===== src/rtl/fp_sum4_pkg.sv =====
// Shared types and constants for the four-input FP adder operand gatherer.
package fp_sum4_pkg;

  typedef enum logic {StFill, StHold} state_e;

  localparam int unsigned RndWidth   = 3;
  localparam int unsigned CountWidth = 3;
  // +0.0 in every IEEE format is all-zero bits; sliced to the operand width.
  localparam logic [63:0] PadZero    = 64'h0;

endpackage


===== src/rtl/fp_sum4_out_reg.sv =====
// Output holding register for a packed operand group, with valid/ready handshake.
module fp_sum4_out_reg #(
  parameter int unsigned Width = 8
) (
  input  logic             clk,
  input  logic             rst,
  input  logic             load,
  input  logic [Width-1:0] load_data,
  input  logic             out_ready,
  output logic             out_valid,
  output logic [Width-1:0] out_data,
  output logic             free
);

  assign free = !out_valid | out_ready;

  always_ff @(posedge clk) begin
    if (rst) begin
      out_valid <= 1'b0;
      out_data  <= '0;
    end else if (load) begin
      out_valid <= 1'b1;
      out_data  <= load_data;
    end else if (out_ready) begin
      out_valid <= 1'b0;
    end
  end

endmodule


===== src/rtl/fp_sum4_gather.sv =====
// Packs a stream of FP operands into groups of four for the sum4 adder stage.
// Optional transfer counter output grp_cnt when FP_SUM4_GATHER_CNT_EN is defined.
module fp_sum4_gather
  import fp_sum4_pkg::*;
#(
  parameter int unsigned sig_width       = 23,
  parameter int unsigned exp_width       = 8,
  parameter int unsigned ieee_compliance = 0
) (
  input  logic                                clk,
  input  logic                                rst,
  input  logic                                in_valid,
  output logic                                in_ready,
  input  logic [sig_width+exp_width:0]        in_data,
  input  logic                                in_last,
  input  logic [RndWidth-1:0]                 in_rnd,
  output logic                                out_valid,
  input  logic                                out_ready,
  output logic [sig_width+exp_width:0]        out_a,
  output logic [sig_width+exp_width:0]        out_b,
  output logic [sig_width+exp_width:0]        out_c,
  output logic [sig_width+exp_width:0]        out_d,
  output logic [RndWidth-1:0]                 out_rnd,
  output logic [CountWidth-1:0]               out_count,
  output logic                                out_last
`ifdef FP_SUM4_GATHER_CNT_EN
  ,
  output logic [31:0]                         grp_cnt
`endif
);

  localparam int unsigned W    = sig_width + exp_width + 1;
  localparam int unsigned GrpW = 4 * W + RndWidth + CountWidth + 1;
  // Padding is +0.0 regardless of compliance mode.
  localparam logic [W-1:0] PadWord = (ieee_compliance != 0) ? PadZero[W-1:0] : PadZero[W-1:0];

  state_e                state_q, state_d;
  logic [1:0]            cnt_q, cnt_d;
  logic [W-1:0]          slot_q [4];
  logic [W-1:0]          slot_d [4];
  logic [RndWidth-1:0]   rnd_q, rnd_d;
  logic [CountWidth-1:0] hold_count_q, hold_count_d;
  logic                  hold_last_q, hold_last_d;

  logic [W-1:0]          grp [4];
  logic [RndWidth-1:0]   grp_rnd;
  logic [CountWidth-1:0] grp_count;
  logic                  accept, complete, load, free;
  logic [GrpW-1:0]       load_data, out_data;

  assign in_ready  = (state_q == StFill);
  assign accept    = in_valid & in_ready;
  assign complete  = accept & ((cnt_q == 2'd3) | in_last);
  assign grp_rnd   = (cnt_q == 2'd0) ? in_rnd : rnd_q;
  assign grp_count = {1'b0, cnt_q} + 3'd1;

  // Group as it would look if the current operand completes it.
  always_comb begin
    for (int i = 0; i < 4; i++) begin
      if (i < int'(cnt_q)) begin
        grp[i] = slot_q[i];
      end else if (i == int'(cnt_q)) begin
        grp[i] = in_data;
      end else begin
        grp[i] = PadWord;
      end
    end
  end

  always_comb begin
    state_d      = state_q;
    cnt_d        = cnt_q;
    slot_d       = slot_q;
    rnd_d        = rnd_q;
    hold_count_d = hold_count_q;
    hold_last_d  = hold_last_q;
    load         = 1'b0;
    load_data    = {grp[0], grp[1], grp[2], grp[3], grp_rnd, grp_count, in_last};
    unique case (state_q)
      StFill: begin
        if (complete) begin
          cnt_d = 2'd0;
          if (free) begin
            load = 1'b1;
          end else begin
            slot_d       = grp;
            rnd_d        = grp_rnd;
            hold_count_d = grp_count;
            hold_last_d  = in_last;
            state_d      = StHold;
          end
        end else if (accept) begin
          slot_d[cnt_q] = in_data;
          cnt_d         = cnt_q + 2'd1;
          if (cnt_q == 2'd0) rnd_d = in_rnd;
        end
      end
      StHold: begin
        load_data = {slot_q[0], slot_q[1], slot_q[2], slot_q[3], rnd_q, hold_count_q,
                     hold_last_q};
        if (free) begin
          load    = 1'b1;
          state_d = StFill;
          cnt_d   = 2'd0;
        end
      end
      default: state_d = StFill;
    endcase
  end

  always_ff @(posedge clk) begin
    if (rst) begin
      state_q      <= StFill;
      cnt_q        <= 2'd0;
      slot_q       <= '{default: '0};
      rnd_q        <= '0;
      hold_count_q <= '0;
      hold_last_q  <= 1'b0;
    end else begin
      state_q      <= state_d;
      cnt_q        <= cnt_d;
      slot_q       <= slot_d;
      rnd_q        <= rnd_d;
      hold_count_q <= hold_count_d;
      hold_last_q  <= hold_last_d;
    end
  end

  fp_sum4_out_reg #(
    .Width(GrpW)
  ) u_out_reg (
    .clk      (clk),
    .rst      (rst),
    .load     (load),
    .load_data(load_data),
    .out_ready(out_ready),
    .out_valid(out_valid),
    .out_data (out_data),
    .free     (free)
  );

  assign {out_a, out_b, out_c, out_d, out_rnd, out_count, out_last} = out_data;

`ifdef FP_SUM4_GATHER_CNT_EN
  logic [31:0] grp_cnt_q;

  always_ff @(posedge clk) begin
    if (rst) begin
      grp_cnt_q <= '0;
    end else if (out_valid && out_ready && grp_cnt_q != 32'hFFFF_FFFF) begin
      grp_cnt_q <= grp_cnt_q + 32'd1;
    end
  end

  assign grp_cnt = grp_cnt_q;
`endif

endmodule


===== config.mk =====
export PLATFORM = sky130hd
export DESIGN_NAME = fp_sum4_gather
export DESIGN_NICKNAME = d
export VERILOG_FILES = /design/src/rtl/fp_sum4_pkg.sv /design/src/rtl/fp_sum4_out_reg.sv /design/src/rtl/fp_sum4_gather.sv
export SDC_FILE = /design/constraint.sdc
export NUM_CORES = 1
export LEC_CHECK = 0
export ABC_AREA = 1
export CORE_MARGIN = 4
export CORE_UTILIZATION = 45
export CTS_CLUSTER_SIZE = 10
export DETAILED_ROUTE_END_ITERATION = 6
export PLACE_DENSITY_LB_ADDON = 0.05
export SYNTH_ARGS = -nofsm -noshare
export SYNTH_HDL_FRONTEND = slang
export SYNTH_SLANG_ARGS = --single-unit
export TNS_END_PERCENT = 20

===== constraint.sdc =====
create_clock -name clk -period 2.4 [get_ports clk]
set_input_delay 0.36 -clock clk [delete_from_list [all_inputs] [get_ports clk]]
set_output_delay 0.36 -clock clk [all_outputs]
set_load 0.02 [all_outputs]

==> key figures, run 1 <==
Status
  • Outcome: completed

Layout
  • Antenna Cells: 0
  • Syn-to-layout area delta: 22.62%
  • Layout cells sized above 1: 4.797%
  • Fin nets: 2,599
  • Core Util, Final: 56.59%

Global route
  • Global-route wire length before repair: 70,550 microns
  • Overall Global Routing Usage: ~26%
  • Largest net degree at the start of global routing: 102
  • Grt total ovfl: 0
  • Vias in the first global route: 13.10k
  • Initial antenna violation count: 1

Critical path
  • Crit end category: primary output
  • WP data required: 2.04 ns
  • Buffers & Inverters on Critical Path: 2
  • CP max stage delay: 0.67 ns
  • Crit path DAT: 1.78 ns
  • Slowest cell on the critical path: clkdlybuf4s50_1
  • CP startpoint kind: register
  • CP top delay family: buffers and inverters
  • CP Class: reg -> out
  • Crit path cell chain: inv_2 -> clkdlybuf4s50_1
  • Crit Path Max Fanout: 11

Power and ir drop
  • Leakage: 0.008478 uW
  • VDD IR max: 0.4718 mV
  • Pwr per Cell Area: between 600 and 700 nW/um^2

Timing
  • Worst hold slack: 0.2958 ns
  • RSZ-0062 raised after global routing: no
  • Fin crit share: 89.23%
  • Endpoints failing hold: 0
  • Worst slew pin tran: between 0.9 and 1 ns
  • Final setup TNS: 0 ns
  • Layout Skew: approximately 0.019 ns
  • Final setup violation count: 0
  • Fmax achieved: 467.0 MHz
  • Fin. max-slew vios: 0
  • Slew HR: approximately two fifths
  • Clock period minus worst slack: 2.142 ns

Floorplan
  • Die Area: 34,610 sq um
  • Core Area: 30,910 sq um
  • Core Rows: 64
  • # IOs: 177
  • Starting Density: 46.15%
  • Die Y: 186.0 microns
  • Die Wd: 186.0 microns

Clock network
  • Clk_lat worst skew: roughly 0.5 ns
  • CTS tree: done
  • CTS root buffer: clkbuf_16
  • Clk sink count: between 200 and 300
  • H-tree depth: 2
  • Setup Buffers After CTS: 0
  • TritonCTS buffer count: 34
  • Max Root-Sink Buffers: 3
  • Worst-path clk slew: ~0.060 ns
  • Hold bufs inserted after CTS: 0

Hold path
  • Hold/Removal Path Class: in -> reg

Route
  • Post-DR wirelength/cell: 15.41 microns
  • Drt drc: 0
  • DRT antenna net count: 0
  • Via count: 14.84k
  • Via density: between 5 and 6
  • DRT Pass-1 Iters: 6
  • WL final: 45,610 microns
  • Initial DRC count: around 1.3k

Yosys
  • Synth top area cells: dfxtp_1, nand2_1, nor2_1
  • Synth unique cells: 16
  • Cell area after synthesis: 14,260 sq um
  • Synth Area in Simple Gates: 42.82%
  • Synthesized area per cell: between 5 and 6 sq um
  • Mux share of post-synthesis cell area: 0%
  • Synth Warn #: 0
  • Syn nets: 2,490
  • Post-Synth XOR/XNOR Area: 0%
  • Yosys top cell area share: 38.46%
  • Adder-cell area share of the yosys netlist: 0.4386%
  • Area leader, netlist: dfxtp_1
  • Synth Area in Compound Gates: under 10%
  • Seq cells post-synth: 274
  • Post-Syn Instances: approximately 2.4k
  • Sequential element share of the synthesized area: 38.46%
  • Largest family of logic cells by synthesized area: simple AND/OR/NAND/NOR gates

Placed design
  • GP Congestion: 0.8509
  • HPWL after detailed placement: 28,830 microns
  • Port bufs: 176

Job
  • Max cap viols: 0
logic make-up after synthesis:
kind of cell	count (synthesis)
simple gates	1555
buf+inv	414
flops	274
compound gates	197
fa+ha+maj	5
stage by stage:
stage	instance area, sq um	setup WS (ns)	power, uW	std cells
6_report	17490	0.2585	11760	2960
3_5_place_dp	16510	0.03366	7125	2914
2_1_floorplan	14260	0.2681	6320	2445
3_3_place_gp	16510	-0.01866	7097	2914
4_1_cts	17490	0.2670	11860	2960
5_1_grt	17490	0.1129	12300	2960
registers in the layout (all words and copies together), names as in the netlist:
| signal | cells |
|---|---|
| state_q | 1 |
| slot_q | 128 |
| u_out_reg.out_valid | 1 |
| rnd_q | 3 |
| u_out_reg.out_data | 135 |
| cnt_q | 2 |
| hold_last_q | 1 |
| hold_count_q | 3 |
layer usage:
| metal | global-route usage (%) | vias up | routed length [microns] |
|---|---|---|---|
| li1 | - | 7591 | - |
| met1 | 36.91 | 6624 | 21060 |
| met2 | 38.73 | 542 | 19360 |
| met3 | 4.280 | 83 | 3391 |
| met4 | 10.20 | 2 | 1781 |
| met5 | 0 | - | 13 |
cells in the final DEF (no fill, tap or decap):
cell type,n
bufinv_16,1
nor2_1,391
buf_2,1
buf_4,54
nand2_2,4
nand3_1,200
ha_2,1
o21ai_0,83
ha_1,4
clkbuf_1,6
nand3_2,3
inv_6,2
buf_12,12
dfxtp_1,273
nor2_4,1
clkbuf_8,3
nand2_1,951
dfxtp_4,1
clkdlybuf4s50_1,175
and3_1,1
clkbuf_16,35
a21oi_1,114
inv_2,1
nor2_2,3
nand2_8,1
inv_1,243
synthesized netlist by cell type:
library cell  instances
inv_2                 1
nand2_1             952
nand3_1             203
ha_1                  5
and3_1                1
nand2_2               4
dfxtp_1             274
inv_1               244
buf_2                52
buf_1                14
nor2_2                2
o21ai_0              83
clkbuf_1            101
nor2_1              393
clkbuf_2              2
a21oi_1             114
worst reg2reg max path: cells and delay by family, from the launching register on:
kind                       cells  cell delay, ns
AOI/OAI and AO/OA              1            0.15
adders and majority gates      1            0.27
buffers and inverters          3            0.70
DFF                            1            0.47
and+or+nand+nor                4            0.46
repair_timing:
action / in CTS / in global routing
endpoints found under the hold margin: 0 / 0
gates resized for setup: 0 / 1
endpoints found under the setup margin: 0 / 1
where the power goes:
group | leakage (uW) | switching (uW) | internal [uW] | total (uW)
clock network | 0.000479 | 1900 | 2820 | 4710
logic | 0.00576 | 1350 | 768 | 2110
registers | 0.00224 | 119 | 4810 | 4930
total | 0.00848 | 3360 | 8390 | 11800
path summary, 6_finish.rpt:
path	start	endpoint	slack [ns]	cells past startpoint
worst min register to register	u_out_reg.out_data[35]	u_out_reg.out_data[35]	0.46	2
worst min-delay path	rst	u_out_reg.out_data[40]	0.30	4
worst max register to register	cnt_q[0]	u_out_reg.out_data[32]	0.27	9
worst max-delay path	state_q	in_ready	0.26	2
final cells by class:
class                           count  area, sq um
Sequential cell                   274         5489
Timing Repair Buffer              242         2402
Clock inverter                      2        38.79
Inverter                          245        924.6
Fill cell                        3052        13420
Tap cell                          396        495.5
Clock buffer                       44        939.7
Multi-Input combinational cell   1757         7201
No activity file was read; power rests on OpenSTA's default activity.
==> inputs of run 2 (changes only) <==
--- a/config.mk
+++ b/config.mk
@@ -11,6 +11,7 @@
 export CTS_CLUSTER_SIZE = 10
 export DETAILED_ROUTE_END_ITERATION = 6
 export PLACE_DENSITY_LB_ADDON = 0.05
+export RECOVER_POWER = 25
 export SYNTH_ARGS = -nofsm -noshare
 export SYNTH_HDL_FRONTEND = slang
 export SYNTH_SLANG_ARGS = --single-unit
==> key figures, run 2 (synthesized netlist as in run 1, its figures left out) <==
Status
  • Outcome: completed

Clock network
  • Max Root-Sink Buffers: 3
  • CTS root buffer: clkbuf_16
  • Clk_lat worst skew: roughly 0.51 ns
  • CTS tree: done
  • Worst-path clk slew: 0.06 ns
  • H-tree depth: 2
  • TritonCTS buffer count: 34
  • Hold bufs inserted after CTS: 0
  • Clk sink count: 274
  • Quantity of gates resized following cts: 0
  • Setup Buffers After CTS: 0

Timing
  • Fin. max-slew vios: 0
  • Clock period minus worst slack: 2.155 ns
  • Endpoints failing hold: 0
  • Final setup violation count: 0
  • Slew HR: 40.02%
  • Fin crit share: 89.80%
  • Worst slew pin tran: around 0.9 ns
  • RSZ-0062 raised after global routing: no
  • Fmax achieved: 464.0 MHz
  • Final setup TNS: 0 ns
  • Layout Skew: 0.01545 ns

Critical path
  • CP startpoint kind: register
  • Crit end category: register
  • Crit path DAT: 2.58 ns
  • Crit Path Max Fanout: 29
  • WP data required: 2.83 ns
  • CP Class: reg -> reg

Placed design
  • Placed insts: 2,914
  • Port bufs: 176
  • HPWL after detailed placement: 28,830 microns
  • GP Congestion: 0.8509

Power and ir drop
  • Leakage: slightly below 0.009 uW
  • Cell-internal power: about 8400 uW
  • Sw Share: 28.63%
  • P_sw: 3355 uW
  • VDD IR max: 0.4717 mV
  • Reg power frac: 42.0%
  • Final Power: about 12,000 uW
  • Comb pwr share: 17.8%
  • Clock power frac: 40.2%
  • Pwr per Cell Area: roughly 670 nW/um^2

Route
  • DRT antenna net count: 0
  • Drt drc: 0
  • Post-DR wirelength/cell: 15.38 microns
  • Via count: 14.80k
  • DRT Pass-1 Iters: 5
  • WL final: 45,520 microns
  • Via density: 5.000
  • Initial DRC count: 1,307

Global route
  • Initial antenna violation count: 1
  • Overall Global Routing Usage: 25.76%
  • Largest net degree at the start of global routing: between 100 and 150
  • Vias in the first global route: 13.10k
  • Global-route wire length before repair: 70,550 microns
  • Grt total ovfl: 0

Job
  • Max cap viols: 0

Layout
  • Layout cells sized above 1: 4.680%
  • Core Util, Final: 56.49%
  • Antenna Cells: 0
  • Largest register FFs: 135
  • Commonest cells after routing, fill and taps aside: nand2_1, nor2_1, dfxtp_1
  • Syn-to-layout area delta: 22.42%
  • Biggest regs: u_out_reg.out_data: 135 flops, slot_q: 128 flops
  • Final Non-Filler Cells: between 2k and 3k
  • Commonest non-fill, non-tap cell in the layout: nand2_1
  • Fin nets: 2,599
  • Biggest register: u_out_reg.out_data

Floorplan
  • Die Wd: 186.0 microns
  • Die Y: approximately 190 microns
  • Core Rows: 64
  • Starting Density: between 40% and 50%
  • Core Area: roughly 31,000 sq um
  • # IOs: 177
  • Die Area: 34,610 sq um

Hold path
  • Hold/Removal Path Class: in -> reg
[run 2: power by group through the flow]
| stage | sequential [uW] | clock, uW | combinational (uW) |
|---|---|---|---|
| 2_1_floorplan | 5160 | 0 | 1160 |
| 3_3_place_gp | 5020 | 0 | 2080 |
| 3_5_place_dp | 5020 | 0 | 2100 |
| 4_1_cts | 4930 | 4810 | 2120 |
| 5_1_grt | 4950 | 4980 | 2340 |
| 6_report | 4920 | 4710 | 2080 |
[run 2: worst paths after layout]
path / from / end / slack, ns / cells past startpoint
worst max-delay path: cnt_q[0] / u_out_reg.out_data[32] / 0.24 / 9
worst min-delay path: rst / u_out_reg.out_data[40] / 0.30 / 4
worst max register to register: cnt_q[0] / u_out_reg.out_data[32] / 0.24 / 9
worst min register to register: u_out_reg.out_data[35] / u_out_reg.out_data[35] / 0.45 / 2
[run 2: worst max-delay path, cell delays in order (launching register included)]
cell	delay, ns
dfxtp_1	0.47
ha_1	0.28
inv_1	0.09
nand2_1	0.11
nand2_2	0.10
nand2_2	0.14
buf_4	0.34
buf_4	0.27
nand3_1	0.10
a21oi_1	0.15
[run 2: metal layers]
layer / global-route usage, % / vias to the layer above / wire, microns
li1: - / 7600 / -
met2: 38.73 / 507 / 19400
met3: 4.280 / 89 / 3178
met5: 0 / - / 13
met4: 10.20 / 2 / 1836
met1: 36.91 / 6602 / 21090
[run 2: stage by stage]
step	hold WS [ns]	setup slack (ns)	instance area, sq um
6_report	0.2986	0.2447	17460
5_1_grt	0.3208	0.08408	17460
4_1_cts	0.2820	0.2670	17490
3_5_place_dp	0.4514	0.03366	16510
3_3_place_gp	0.4483	-0.01866	16510
2_1_floorplan	0.4398	0.2681	14260
[run 2: area by class of cell]
type,count,area (sq um)
multi-input combinational,1757,7191
clock buffer,44,939.7
inverter,245,924.6
sequential,274,5489
timing repair buffer,242,2384
fill,3057,13450
tap,396,495.5
clock inverter,2,38.79
